==> config.mk <==
export PLATFORM = sky130hd
export DESIGN_NAME = ibex_mult_pext_sequencer
export DESIGN_NICKNAME = d
export VERILOG_FILES = /design/src/rtl/ibex_pkg_pext.sv /design/src/rtl/ibex_mult_pext_sequencer.sv
export SDC_FILE = /design/constraint.sdc
export NUM_CORES = 1
export LEC_CHECK = 0
export ABC_AREA = 1
export CORE_UTILIZATION = 44
export CTS_CLUSTER_DIAMETER = 100
export DETAILED_ROUTE_END_ITERATION = 6
export GPL_TIMING_DRIVEN = 0
export PLACE_DENSITY = 0.86
export RECOVER_POWER = 25
export SYNTH_ARGS = -nofsm -noshare
export SYNTH_HDL_FRONTEND = slang
export SYNTH_SLANG_ARGS = --single-unit
==> constraint.sdc <==
create_clock -name clk_i -period 1.65 [get_ports clk_i]
set_input_delay 0.2475 -clock clk_i [delete_from_list [all_inputs] [get_ports clk_i]]
set_output_delay 0.2475 -clock clk_i [all_outputs]
set_load 0.1 [all_outputs]
==> src/rtl/ibex_pkg_pext.sv <==
// Shared P-extension types: multiplier modes, sequencer states and the decoded
// multiplier op handed from the decode helper to the sequencer.
package ibex_pkg_pext;

  typedef enum logic [1:0] {
    M8x8   = 2'd0,
    M16x16 = 2'd1,
    M32x16 = 2'd2,
    M32x32 = 2'd3
  } mult_pext_mode_e;

  typedef enum logic [1:0] {
    IDLE  = 2'd0,
    MULT  = 2'd1,
    ACCUM = 2'd2,
    DONE  = 2'd3
  } mult_seq_state_e;

  // Wide enough for any cycle depth this block is built with.
  localparam int unsigned MultSeqCyclesW = 8;

  typedef struct packed {
    mult_pext_mode_e             mode;
    logic [MultSeqCyclesW-1:0]   cycles_m1;
    logic                        accum;
    logic [1:0]                  accum_sub;
    logic                        crossed;
    logic                        dsum;
  } mult_seq_op_t;

endpackage

==> src/rtl/ibex_mult_pext_sequencer.sv <==
// Control sequencer for the P-ext multiplier: steps partial-product cycles,
// an optional ALU accumulate cycle, and holds result-valid until consumed.
module ibex_mult_pext_sequencer
  import ibex_pkg_pext::*;
#(
  parameter int unsigned MaxCycles = 4,
  parameter int unsigned NumLanes  = 4,
  parameter int unsigned CntW      = $clog2(MaxCycles)
) (
  input  logic                clk_i,
  input  logic                rst_i,
  input  logic                start_i,
  output logic                ready_o,
  input  mult_pext_mode_e     mode_i,
  input  logic [CntW-1:0]     cycles_m1_i,
  input  logic                accum_i,
  input  logic [1:0]          accum_sub_i,
  input  logic                crossed_i,
  input  logic                dsum_i,
  input  logic                kill_i,
  output logic                busy_o,
  output logic [CntW-1:0]     cycle_o,
  output logic                b_hi_o,
  output logic                shift16_o,
  output logic [NumLanes-1:0] lane_en_o,
  output logic                pp_accum_o,
  output logic                sub_o,
  output logic                dsum_o,
  output logic                alu_accum_o,
  output logic                valid_o,
  input  logic                result_ready_i
);

  mult_seq_state_e state_q, state_d;
  logic [CntW-1:0] cnt_q, cnt_d;
  mult_seq_op_t    op_q, op_d;

  logic            accept;
  logic            last_cycle;
  logic            in_mult;
  logic            in_accum;
  logic [CntW-1:0] cycles_clamped;
  mult_seq_op_t    new_op;

  // Widen before comparing so a power-of-two MaxCycles does not wrap to zero.
  always_comb begin
    cycles_clamped = cycles_m1_i;
    if (32'(cycles_m1_i) >= MaxCycles) begin
      cycles_clamped = CntW'(MaxCycles - 1);
    end
    new_op = '{mode:      mode_i,
               cycles_m1: MultSeqCyclesW'(cycles_clamped),
               accum:     accum_i,
               accum_sub: accum_sub_i,
               crossed:   crossed_i,
               dsum:      dsum_i};
  end

  always_comb begin
    ready_o = 1'b0;
    case (state_q)
      IDLE:    ready_o = ~kill_i;
      DONE:    ready_o = result_ready_i & ~kill_i;
      default: ready_o = 1'b0;
    endcase
  end

  assign accept     = start_i & ready_o;
  assign last_cycle = (MultSeqCyclesW'(cnt_q) == op_q.cycles_m1);

  always_comb begin
    state_d = state_q;
    cnt_d   = cnt_q;
    op_d    = op_q;
    case (state_q)
      IDLE: begin
        if (accept) begin
          state_d = MULT;
          cnt_d   = '0;
          op_d    = new_op;
        end
      end
      MULT: begin
        if (last_cycle) begin
          state_d = op_q.accum ? ACCUM : DONE;
          cnt_d   = '0;
        end else begin
          cnt_d = cnt_q + 1'b1;
        end
      end
      ACCUM: state_d = DONE;
      DONE: begin
        if (accept) begin
          state_d = MULT;
          cnt_d   = '0;
          op_d    = new_op;
        end else if (result_ready_i) begin
          state_d = IDLE;
        end
      end
      default: state_d = IDLE;
    endcase
    // Flush wins; the op register keeps stale flags, masked by IDLE.
    if (kill_i) begin
      state_d = IDLE;
      cnt_d   = '0;
      op_d    = op_q;
    end
  end

  always_ff @(posedge clk_i or posedge rst_i) begin
    if (rst_i) begin
      state_q <= IDLE;
      cnt_q   <= '0;
      op_q    <= '0;
    end else begin
      state_q <= state_d;
      cnt_q   <= cnt_d;
      op_q    <= op_d;
    end
  end

  always_comb begin
    in_mult     = (state_q == MULT);
    in_accum    = (state_q == ACCUM);
    busy_o      = (state_q != IDLE);
    valid_o     = (state_q == DONE);
    alu_accum_o = in_accum;
    cycle_o     = in_mult ? cnt_q : '0;
    pp_accum_o  = in_mult & (cnt_q != '0);
    shift16_o   = in_mult & (op_q.mode == M32x32) & cnt_q[0];
    dsum_o      = busy_o & op_q.dsum;
    b_hi_o      = 1'b0;
    lane_en_o   = '0;
    if (in_mult) begin
      case (op_q.mode)
        M32x32: begin
          b_hi_o    = cnt_q[0] ^ op_q.crossed;
          lane_en_o = NumLanes'(2'b11);
        end
        M32x16: begin
          b_hi_o    = op_q.crossed;
          lane_en_o = NumLanes'(2'b11);
        end
        default: lane_en_o = '1;
      endcase
    end
    sub_o = (in_mult | in_accum) &
            ((op_q.mode == M32x32) ? op_q.accum_sub[1] : op_q.accum_sub[0]);
  end

endmodule

# After elaboration in Yosys (flattened, before gate mapping)
# Index checks and enable logic that the tools add are counted.
word_totals:
  inputBits: 14
  reg_bits: 13
  out_inout_bits: 15
op_classes:
  reduce_logical: 9
  addsub: 1
  bitwise: 10
  n_eq_ne: 10
  mux: 18
ops:
  columns: ["cell", "n"]
  rows:
  - ["$mux 2", 9]
  - ["$eq 2x2->1 const B", 4]
  - ["$mux 4", 2]
  - ["$pmux 2 s4", 1]
  - ["$and 1x1->1", 7]
  - ["$ne 3x3->1 const B", 2]
  - ["$reduce_and 3->1", 2]
  - ["$ne 4x2->1 const B", 1]
  - ["$pmux 1 s2", 2]
  - ["$pmux 2 s2", 1]
  - ["$reduce_bool 2->1", 2]
  - ["$reduce_or 2->1", 2]
  - ["$mux 1", 3]
  - ["$ne 3x1->1 const B", 1]
  - ["$reduce_bool 3->1", 1]
  - ["$add 2x1->2 const B", 1]
  - ["$eq 2x1->1 const B", 1]
  - ["$eq 2x2->1", 1]
  - ["$logic_not 2->1", 1]
  - ["$reduce_and 2->1", 1]
  - ["$not 1->1", 1]
  - ["$or 1x1->1", 1]
  - ["$xor 1x1->1", 1]

# Depth between registers and ports, before layout
logic_depth:
  ltp_word: 7
  depth_mapped: 11
  mapped_depth_nobuf: 10

# Worst setup path after synthesis
# No wires, ideal clock.
synth_path:
  kind: "reg2out"
  from: "reg state_q[1]"
  to: "out b_hi_o"
  t_arrival_ps: 3696
  path_buffers: 0
  path_stages_with_launch: 5
  slack_ps: -2294
  path_cell_list: "dfrtp_1 -> inv_1 -> ha_1 -> inv_1 -> nor4_1"
synth_between:
  elab_chain_cells: 2
synth_lines:
  columns: ["element", "line_no", "rtl"]
  rows:
  - ["start: declaration", "ibex_mult_pext_sequencer.sv:34", "mult_seq_state_e state_q, state_d;"]
  - ["start signal: assignment", "ibex_mult_pext_sequencer.sv:117", "state_q <= state_d;"]
  - ["$eq 2x1->1", "ibex_mult_pext_sequencer.sv:124", "in_mult = (state_q == MULT);"]
  - ["net in_mult", "ibex_mult_pext_sequencer.sv:40", "logic in_mult;"]
  - ["$mux 1", "ibex_mult_pext_sequencer.sv:135", "if (in_mult) begin"]
  - ["end: declaration", "ibex_mult_pext_sequencer.sv:23", "output logic b_hi_o,"]
# The timed path passes the listed nets, and every way through them passes these cells.

# Worst setup path after layout
layout_path:
  from: "reg state_q[1]"
  to: "out ready_o"
layout_between:
  elab_chain_cells: 2
layout_lines:
  columns: ["element", "line_no", "rtl"]
  rows:
  - ["$eq 2x2->1 or $logic_not 2->1 (tied branches)", "ibex_mult_pext_sequencer.sv:61", "case (state_q)"]
  - ["$pmux 1 s2 (*)", "ibex_mult_pext_sequencer.sv:61", null]
  - ["end: declaration", "ibex_mult_pext_sequencer.sv:13", "output logic ready_o,"]
# Every way passes the cells marked *; elsewhere a longest branch is shown, timed or not.

==> flow_metrics.tcl <==
set metrics [dict create \
    outcome "complete, but fails checks" \
    violations "negative setup slack" \
    fp.coreArea_mm2 0.00178 \
    synth-warning-count 0 \
    path_clk_slew_ns 0.09 \
    dieArea_mm2 0.00214 \
    timing.fmax_mhz 559 \
    gp_congestion 0.848 \
    yosysTopAreaCell "dfrtp_1" \
    die_y_um 46.3 \
    cp.arrival_ns 1.54 \
    grt_pass1_vias 813 \
    drtIter0Drc 28 \
    holdCritPathClass "in2async" \
    final_cell_mix "nand2_1, inv_1, buf_4" \
    diodes 0 \
    antenna_left 0 \
    synth_area_um2 862 \
    hold_viol_final 0 \
    rows 15 \
    wirelength_um 2970 \
    ys_seq_elements 13 \
    cap_violations 0 \
    cts_sinks 13 \
    vias 919 \
    crit_fanout 4 \
    grt_pass1_wl_um 3480 \
    hold_buffers 0 \
    syn_to_final_growth_pct 77.9 \
    initial_utilization 0.484 \
    io_pins 29 \
    via_per_inst 5.13 \
    clk_latency_ns 0.27 \
    register_area_um2 328 \
    endpoint_kind "output pin" \
    worstSetupPathType "reg2out" \
    dpl.hpwl_um 1480 \
    grt_overflow 0 \
    worst_pin_slew_ns 0.500 \
    setup_viol 12 \
    cts-htree-levels 1 \
    finalSetupTns_ns -0.694 \
    synth_nets 130 \
    rsz0062_at_grt "true" \
    cts-root-buf "clkbuf_4" \
    fin_cells 179 \
    die_w_um 46.3 \
    timing.rr.start "state_q[1]" \
    clock_path_buffers 2 \
    route.detailed.drc 0 \
    grt_start_max_net_pins 14 \
    grt_antenna_before_repair 0 \
    r2r_end "cnt_q[0]" \
    regToRegSetupSlack_ns -0.05 \
    drive_above_1_share 0.474 \
    synth_top_cell_area_share 0.377 \
    ys_seq_area_frac 0.377 \
    max_slew_margin 0.666 \
    syn_inst 111 \
    timing.final.ws_setup_ns -0.139 \
    grt_use_total 0.231 \
    reg2regPathDepth 9 \
    cts_tree "done" \
    clock_skew_ns 0.00131 \
    fin_crit_sh 1.08 \
    wire_per_inst_um 16.6 \
    final_util 0.860 \
    multiInputGateArea_um2 546 \
    slew_violations 0 \
    fill_cells 95 \
    critPathRequiredTime_ns 1.40 \
    ys_types 22 \
    nets 174 \
    fin_crit_ns 1.79 \
    cts_buffers 3 \
    setup.worst_path.start_class "flip-flop" \
    place_inst 164 \
    avgSynthCellArea_um2 7.77 \
    ys_top_cells_by_area "dfrtp_1, nand2_1, inv_1, ha_1, nor2_1" \
    drt-pass1-iter-count 4 \
    final_common_cell "nand2_1" \
    io_buffers 28 \
]
registers in the layout (all words and copies together), names as in the netlist:
name	cells
op_q	9
cnt_q	2
state_q	2
critical path, cell delays in order, from the launching register on:
cell,delay [ns]
dfrtp_1,0.43
buf_4,0.17
ha_4,0.18
nand2_4,0.08
nand2_4,0.06
nand2_2,0.08
clkinvlp_4,0.09
buf_12,0.17
cell type report:
| type | count | area share |
|---|---|---|
| clock buffers | 4 | 0.0171 |
| flip-flops and latches | 13 | 0.214 |
| repair buffers | 39 | 0.288 |
| plain buffers | 5 | 0.0400 |
| well taps | 25 | 0.0204 |
| inverters | 23 | 0.0653 |
| multi-input cells | 70 | 0.356 |
stage by stage:
stage               worst slack [ns]  area, µm²  hold slack (ns)
global placement              -0.910       1250            0.467
global route                  -0.164       1530            0.462
finish                        -0.139       1530            0.428
detailed placement            -0.964       1250            0.469
floorplan                     -0.386        936            0.124
CTS                           -0.112       1360            0.306
worst max-delay path by stage:
stage,slack [ns],endpoint,start,depth (start not counted)
6_report,-0.14,ready_o,state_q[1],7
5_1_grt,-0.16,b_hi_o,state_q[1],5
4_1_cts,-0.11,ready_o,state_q[0],7
3_5_place_dp,-0.96,ready_o,state_q[0],6
3_3_place_gp,-0.91,ready_o,state_q[0],6
2_1_floorplan,-0.39,b_hi_o,state_q[1],4
cells in the mapped netlist:
| library cell | instances |
|---|---|
| a21oi_1 | 3 |
| inv_1 | 22 |
| nand2_2 | 1 |
| o21ai_2 | 5 |
| nand2_1 | 25 |
| dfrtp_1 | 13 |
| ha_1 | 5 |
| buf_4 | 3 |
| o21a_1 | 1 |
| buf_6 | 1 |
| buf_12 | 1 |
| nor2_1 | 12 |
| xnor2_1 | 1 |
| nor4_1 | 1 |
| inv_2 | 1 |
| o21ai_0 | 5 |
| nor2_2 | 1 |
| nand4_1 | 1 |
| nand3_2 | 2 |
| a21oi_2 | 4 |
| o21ai_1 | 1 |
| nand3_1 | 2 |
timing repair:
item / 4_1_cts / 5_1_grt
pin swaps: 3 / 6
setup endpoints to repair: 28 / 25
buffers inserted: 4 / 7
gates resized for setup: 115 / 33
cloned: 0 / 0
routing by layer:
layer	share of wire	vias to the layer above	global-route usage
met4	0.053	0	0.0824
met2	0.51	55	0.437
met3	0.052	16	0.0353
li1	-	424	-
met1	0.38	424	0.257
met5	0	-	0
cells by family after synthesis:
group,after synthesis,share of synthesized area
DFF,13,0.377
buffers and inverters,28,0.163
xor gates and xnor gates,1,0.0102
AOI/OAI and AO/OA,19,0.152
and+or+nand+nor,45,0.225
adders and majority gates,5,0.0726
Power is left out: the tool's default activity adds up to more than one toggle a clock period on the data nets, which glitch-free logic cannot reach.
